File: src/rtl/multi_edge_counter.sv
// Multi-channel synchronised edge detector with per-channel event counters,
// sticky overflow and an atomic snapshot of all counts.
module multi_edge_counter #(
  parameter int unsigned CHANNELS    = 4,
  parameter int unsigned WIDTH       = 8,
  parameter int unsigned SYNC_STAGES = 2,
  parameter bit          SATURATE    = 1'b0
) (
  input  logic                      clock,
  input  logic                      reset_n,
  input  logic [CHANNELS-1:0]       signal,
  input  logic [1:0]                mode,
  input  logic                      enable,
  input  logic [CHANNELS-1:0]       clear,
  input  logic                      snap,
  output logic [CHANNELS-1:0]       edge_seen,
  output logic [CHANNELS*WIDTH-1:0] count,
  output logic [CHANNELS-1:0]       overflow,
  output logic [CHANNELS*WIDTH-1:0] snap_count,
  output logic                      snap_valid
);

  localparam logic [WIDTH-1:0] CountMax = '1;

  logic [SYNC_STAGES-1:0][CHANNELS-1:0] sync_q;
  logic [CHANNELS-1:0]                  prev_q;
  logic [CHANNELS-1:0]                  sync_out;
  logic [CHANNELS-1:0]                  rise;
  logic [CHANNELS-1:0]                  fall;
  logic [CHANNELS-1:0]                  det;
  logic [CHANNELS-1:0]                  edge_seen_q;
  logic [CHANNELS-1:0][WIDTH-1:0]       count_q;
  logic [CHANNELS-1:0][WIDTH-1:0]       count_d;
  logic [CHANNELS-1:0]                  overflow_q;
  logic [CHANNELS-1:0]                  overflow_d;
  logic [CHANNELS-1:0][WIDTH-1:0]       snap_count_q;
  logic                                 snap_valid_q;

  assign sync_out = sync_q[SYNC_STAGES-1];

  // Mode is applied combinationally so a change takes effect on the very next edge.
  always_comb begin
    rise = sync_out & ~prev_q;
    fall = ~sync_out & prev_q;
    case (mode)
      2'b00:   det = rise;
      2'b01:   det = fall;
      2'b10:   det = rise | fall;
      default: det = '0;
    endcase
  end

  always_comb begin
    count_d    = count_q;
    overflow_d = overflow_q;
    for (int i = 0; i < CHANNELS; i++) begin
      if (clear[i]) begin
        count_d[i]    = '0;
        overflow_d[i] = 1'b0;
      end else if (enable && det[i]) begin
        if (count_q[i] == CountMax) begin
          overflow_d[i] = 1'b1;
          count_d[i]    = SATURATE ? CountMax : '0;
        end else begin
          count_d[i] = count_q[i] + WIDTH'(1);
        end
      end
    end
  end

  always_ff @(posedge clock or negedge reset_n) begin
    if (!reset_n) begin
      sync_q       <= '0;
      prev_q       <= '0;
      edge_seen_q  <= '0;
      count_q      <= '0;
      overflow_q   <= '0;
      snap_count_q <= '0;
      snap_valid_q <= 1'b0;
    end else begin
      sync_q      <= {sync_q[SYNC_STAGES-2:0], signal};
      prev_q      <= sync_out;
      edge_seen_q <= det;
      count_q     <= count_d;
      overflow_q  <= overflow_d;
      // Snapshot takes the pre-update count so it is coherent across channels.
      if (snap) begin
        snap_count_q <= count_q;
      end
      snap_valid_q <= snap;
    end
  end

  assign edge_seen  = edge_seen_q;
  assign count      = count_q;
  assign overflow   = overflow_q;
  assign snap_count = snap_count_q;
  assign snap_valid = snap_valid_q;

endmodule

File: config.mk
export PLATFORM = sky130hd
export DESIGN_NAME = multi_edge_counter
export DESIGN_NICKNAME = d
export VERILOG_FILES = /design/src/rtl/multi_edge_counter.sv
export SDC_FILE = /design/constraint.sdc
export NUM_CORES = 1
export LEC_CHECK = 0
export ABC_AREA = 1
export BUFFER_PORTS_ARGS = -buffer_cell sky130_fd_sc_hd__buf_2
export CORE_MARGIN = 10
export CORE_UTILIZATION = 25
export CTS_CLUSTER_DIAMETER = 80
export DETAILED_ROUTE_END_ITERATION = 7
export MAX_ROUTING_LAYER = met4
export SYNTH_ARGS = -nofsm -noshare
export SYNTH_HDL_FRONTEND = slang
export SYNTH_SLANG_ARGS = --single-unit
File: constraint.sdc
create_clock -name clock -period 1.5 [get_ports clock]
set_input_delay 0.075 -clock clock [delete_from_list [all_inputs] [get_ports clock]]
set_output_delay 0.075 -clock clock [all_outputs]
set_load 0.02 [all_outputs]
==> impl_metrics.json, run 1 <==
{
  "setup-violations-final": 0,
  "initial_antenna_violation_count": 0,
  "layout.cells.most_common": "sky130_fd_sc_hd__nand2_1",
  "hold_viol": 0,
  "detailedPlace.worstSlack_ns": 0.0576,
  "worst_setup_hold_path_clk_slew_ns": 0.07,
  "post_drt_wl_per_cell_um": 13.6,
  "max-clock-path-buffers": 2,
  "row_count": 45,
  "tritoncts.num_buffers": 9,
  "worstSkewPairLatency_ns": 0.35,
  "worst_clock_skew_ns": 0.00848,
  "insertedDiodeCount": 0,
  "worstPathCellList": "ha_1 -> nand3b_1 -> nand3_2 -> nand2_4 -> nand2_4 -> buf_12 -> nand2_4 -> nand2_2",
  "finalNonFillerCells": 788,
  "ys_warn_count": 0,
  "coreArea_mm2": 0.0153,
  "maxCapViolCount": 0,
  "synth_fp_nets": 477,
  "route.detailed.drc": 0,
  "timing.final.crit_period_ns": 1.44,
  "grt_first_pass_wirelength_mm": 17.8,
  "highest_net_fanout_along_the_worst_path": 5,
  "max_freq_mhz": 693,
  "initial_cell_density_of_the_core": 0.258,
  "crit_required_ns": 1.79,
  "postSynthCellCount": 451,
  "synthesis.area_mm2": 0.00395,
  "multi_input_comb_area_mm2": 0.00169,
  "io_buffers": 86,
  "drtAntennaViolNets": 0,
  "cts_root_buf": "sky130_fd_sc_hd__clkbuf_16",
  "finish.net_count": 598,
  "critical_path.endpoint_type": "flip-flop",
  "htree_levels": 3,
  "design.die.area_mm2": 0.0212,
  "finalWirelength_mm": 10.7,
  "min_setup_slack_post_route_ns": 0.0561,
  "route.detailed.vias_per_inst": 4.26,
  "storage_cell_area_mm2": 0.00213,
  "io_pins": 87,
  "drive_above_1_share": 0.302,
  "setup.worst_path.start_class": "flip-flop",
  "via_count": 3355,
  "unrepaired_setup_endpoints_after_global_routing": "true",
  "p_per_area_mw_per_mm2": 1050,
  "critical-path-slowest-cell": "sky130_fd_sc_hd__dfrtp_1",
  "actual_slew_at_the_worst_max_slew_pin_ns": 0.507,
  "syn-mean-instance-area_um2": 8.75,
  "dpl.cell_count": 757,
  "grt_max_degree": 39,
  "final_cell_mix": "sky130_fd_sc_hd__nand2_1, sky130_fd_sc_hd__dfrtp_1, sky130_fd_sc_hd__buf_2",
  "fill_cells": 1633,
  "replace_congestion": 0.842,
  "die_boundary_height_um": 146,
  "dp_hpwl_mm": 8.10,
  "tritoncts": "done",
  "slew_viol_final": 0,
  "area_growth_syn_to_layout_pct": 35.0,
  "global_route_total_usage_across_every_layer": 0.106,
  "synth.distinct_cells": 22,
  "worstPathBufferInverterCount": 1,
  "leakagePower_nw": 2.87,
  "worst_ep_arrival_time_ns": 1.73,
  "synth_sequential_area_ratio": 0.539,
  "clkSinkCount": 85,
  "critical_path.max_stage_delay_ns": 0.39,
  "worst_path_most_repeated_cell": "sky130_fd_sc_hd__nand2_4",
  "detail_route.iter0.violations": 116,
  "timing.final.crit_share": 0.963,
  "max-vdd-ir-drop_mv": 0.580,
  "hold_path.class": "primary input to flip-flop",
  "cp_top_family": "simple AND/OR/NAND/NOR gates",
  "path_class": "flip-flop to flip-flop",
  "first_global_vias": 3398,
  "synth-seq-cells": 85,
  "timing.max_slew.rel_slack": 0.662,
  "grt_overflow_total": 0,
  "status": "finished, final reports clean",
  "horizontal_die_dimension_um": 146,
  "drtPass1Iterations": 4
}
==> worst paths after layout <==
check,slack (ns),end,cells after the start,from
worst max register to register,0.06,count[5],8,sync_out[0]
worst min-delay path,0.12,edge_seen[2],3,mode[1]
worst min register to register,0.35,sync_out[2],0,sync_q[2]
worst max-delay path,0.06,count[5],8,sync_out[0]
max in group asynchronous,0.82,snap_count[17],3,reset_n
min in group asynchronous,0.16,overflow[3],2,reset_n
==> through the flow <==
step,power [mW],instance area [um^2],hold slack (ns),utilization,setup TNS (ns)
2_1_floorplan,2.82,3950,-0.221,-,0
3_3_place_gp,3.12,4750,-0.00410,0.310,0
3_5_place_dp,3.13,4750,-0.00174,0.310,0
4_1_cts,5.63,5170,0.0705,0.338,0
5_1_grt,5.85,5330,0.138,0.348,-0.520
6_report,5.57,5330,0.122,0.348,0
==> area by class of cell <==
cell class	count	area share
clock buffer	9	0.0423
clock inverter	7	0.0185
inverter	50	0.0390
multi-input combinational	310	0.317
sequential	85	0.399
tap	211	0.0495
timing repair buffer	116	0.135
==> layer usage <==
layer	vias up	part of all wire	wire, um	track usage
met5	-	0	0	-
met4	0	0.022	232	0.0460
li1	1689	-	-	-
met1	1576	0.46	4940	0.124
met2	74	0.48	5150	0.169
met3	16	0.039	417	0.0258
==> worst min-delay path: cells and delay by family <==
kind	cells	cell delay (ns)
buf+inv	1	0.15
simple gates	2	0.20
==> timing repair <==
| action | in CTS | in global routing |
|---|---|---|
| hold endpoints to repair | 93 | 0 |
| gates resized for setup | 0 | 34 |
| endpoints found under the setup margin | 0 | 28 |
| hold buffers | 9 | 0 |
| buffers inserted | 0 | 6 |
==> state kept, by name, summed over array words and instances, names as in the netlist <==
signal      flops
count          32
edge_seen       4
overflow        4
prev_q          4
snap_count     32
snap_valid      1
sync_out        4
sync_q          4
==> power by group <==
group          switching [mW]  leakage, nW  internal, mW  total, mW
Sequential             0.0567         1.11          2.40       2.45
Clock                   0.966        0.156          1.47       2.43
Combinational           0.444         1.60         0.243      0.687
Total                    1.47         2.87          4.11       5.57
==> Yosys cell counts (all sizes together) <==
| library cell | n | area share |
|---|---|---|
| nor2 | 53 | 0.051 |
| buf | 4 | 0.0051 |
| inv | 50 | 0.049 |
| mux2 | 13 | 0.037 |
| ha | 12 | 0.038 |
| nand3b | 6 | 0.011 |
| nand3 | 40 | 0.056 |
| nand4 | 7 | 0.011 |
| o21ai | 10 | 0.013 |
| a21oi | 24 | 0.030 |
| or2 | 1 | 0.0016 |
| dfrtp | 85 | 0.54 |
| xor2 | 6 | 0.013 |
| nand2 | 137 | 0.14 |
| clkbuf | 2 | 0.0019 |
| o21a | 1 | 0.0019 |
==> kinds of logic after synthesis <==
group / count (synthesis) / share of synthesized area
and+or+nand+nor: 244 / 0.271
DFF: 85 / 0.539
buffers and inverters: 56 / 0.0564
AOI/OAI and AO/OA: 35 / 0.0450
muxes: 13 / 0.0371
adders and majority gates: 12 / 0.0380
xor gates and xnor gates: 6 / 0.0133
No activity file was read; power rests on OpenSTA's default activity.
==> run 2, diff against run 1 <==
- clock period: 1.5 -> 1.3 ns (I/O delays scaled with it)
==> impl_metrics.json, run 2 (synthesis results as in run 1) <==
{
  "post_drt_wl_per_cell_um": 13.3,
  "total_power_mw": 6.55,
  "cts_root_buf": "sky130_fd_sc_hd__clkbuf_16",
  "die_boundary_height_um": 146,
  "grt_max_degree": 53,
  "grt_overflow_total": 0,
  "timing.final.crit_period_ns": 1.43,
  "tritoncts": "done",
  "multi_input_comb_area_mm2": 0.00178,
  "area_growth_syn_to_layout_pct": 41.0,
  "clkSinkCount": 85,
  "hold_path.class": "primary input to flip-flop",
  "worst_clock_skew_ns": 0.00566,
  "final_core_utilization": 0.363,
  "storage_cell_area_mm2": 0.00214,
  "max-clock-path-buffers": 2,
  "finalWirelength_mm": 10.6,
  "detail_route.iter0.violations": 179,
  "route.detailed.vias_per_inst": 4.24,
  "worstSkewPairLatency_ns": 0.35,
  "setup-violations-final": 35,
  "slew_viol_final": 0,
  "horizontal_die_dimension_um": 146,
  "initial_antenna_violation_count": 0,
  "critical_path.endpoint_type": "flip-flop",
  "htree_levels": 3,
  "initial_cell_density_of_the_core": 0.258,
  "insertedDiodeCount": 0,
  "grt_first_pass_wirelength_mm": 17.6,
  "highest_net_fanout_along_the_worst_path": 7,
  "drive_above_1_share": 0.366,
  "timing.final.crit_share": 1.10,
  "final_cell_mix": "sky130_fd_sc_hd__nand2_1, sky130_fd_sc_hd__buf_2, sky130_fd_sc_hd__dfrtp_1",
  "path_class": "flip-flop to flip-flop",
  "coreArea_mm2": 0.0153,
  "route.detailed.drc": 0,
  "drtAntennaViolNets": 0,
  "hold_viol": 0,
  "drtPass1Iterations": 4,
  "worst_ep_arrival_time_ns": 1.67,
  "status": "finished with violations",
  "finish.net_count": 611,
  "tritoncts.num_buffers": 9,
  "setup.worst_path.start_class": "flip-flop",
  "violations": "negative setup slack",
  "leakagePower_nw": 2.95,
  "actual_slew_at_the_worst_max_slew_pin_ns": 0.355,
  "io_pins": 87,
  "maxCapViolCount": 0,
  "via_count": 3400,
  "row_count": 45,
  "p_per_area_mw_per_mm2": 1180,
  "crit_required_ns": 1.54,
  "global_route_total_usage_across_every_layer": 0.105,
  "design.die.area_mm2": 0.0212,
  "worst_setup_hold_path_clk_slew_ns": 0.06,
  "dp_hpwl_mm": 7.87,
  "unrepaired_setup_endpoints_after_global_routing": "true",
  "timing.max_slew.rel_slack": 0.763,
  "replace_congestion": 0.810,
  "layout.cells.most_common": "sky130_fd_sc_hd__nand2_1",
  "min_setup_slack_post_route_ns": -0.130,
  "fill_cells": 1628,
  "io_buffers": 86,
  "max-vdd-ir-drop_mv": 0.637,
  "max_freq_mhz": 699,
  "first_global_vias": 3361
}
==> run 2: cell types whose count changed in the layout (fill, tap and decap cells not counted), sizes merged <==
cell | previous run | this run
buf | 107 | 120
clkbuf | 9 | 11
clkinvlp | 1 | 0
inv | 51 | 50
==> run 2: final timing paths <==
path                              from            to  slack (ns)  cells past startpoint
min                               snap    snap_valid        0.11                      2
max in group asynchronous      reset_n      count[1]        0.62                      3
max                        sync_out[1]     count[13]       -0.13                      8
min reg2reg                  sync_q[3]   sync_out[3]        0.35                      0
min in group asynchronous      reset_n  edge_seen[3]        0.15                      2
max reg2reg                sync_out[1]     count[13]       -0.13                      8
==> run 2: metal layers <==
layer,vias to the layer above,track usage,routed length [um]
met4,0,0.0430,265
met5,-,-,0
met2,57,0.167,5190
li1,1710,-,-
met1,1621,0.125,4790
met3,12,0.0270,377
==> run 2: what timing repair did <==
action / 4_1_cts / 5_1_grt
hold buffers: 9 / 0
gates resized for setup: 20 / 46
buffers inserted: 4 / 1
hold endpoints to repair: 93 / 0
setup endpoints to repair: 36 / 37
pin swaps: 14 / 6
==> run 2: through the flow <==
step	hold slack, ns	cells	cell area (um^2)	worst slack, ns	setup TNS [ns]
final	0.106	801	5570	-0.130	-2.55
after global routing	0.106	801	5570	-0.214	-6.29
after CTS	0.0898	800	5400	-0.112	-3.12
after detailed placement	-0.0112	771	4900	-0.175	-2.87
after global placement	-0.0107	771	4900	-0.116	-2.37
after floorplan	-0.231	451	3970	-0.0301	-0.0301
==> run 2: where the power goes <==
group	internal [mW]	switching, mW	total [mW]
Clock	1.79	1.08	2.87
Combinational	0.305	0.533	0.838
Sequential	2.77	0.0682	2.84
==> run 2: worst max-delay path: stages, from the launching register on <==
cell	delay, ns
sky130_fd_sc_hd__dfrtp_1	0.40
sky130_fd_sc_hd__ha_1	0.27
sky130_fd_sc_hd__nand3b_1	0.11
sky130_fd_sc_hd__nand3_2	0.10
sky130_fd_sc_hd__nand2_4	0.12
sky130_fd_sc_hd__nand2_8	0.10
sky130_fd_sc_hd__buf_6	0.14
sky130_fd_sc_hd__nand2_2	0.05
sky130_fd_sc_hd__nand2_2	0.04
==> run 2: area by class of cell <==
type / instances / share of cell area
tap: 211 / 0.0474
sequential: 85 / 0.384
clock buffer: 11 / 0.0454
clock inverter: 5 / 0.0148
multi-input combinational: 310 / 0.320
inverter: 50 / 0.0400
timing repair buffer: 129 / 0.149
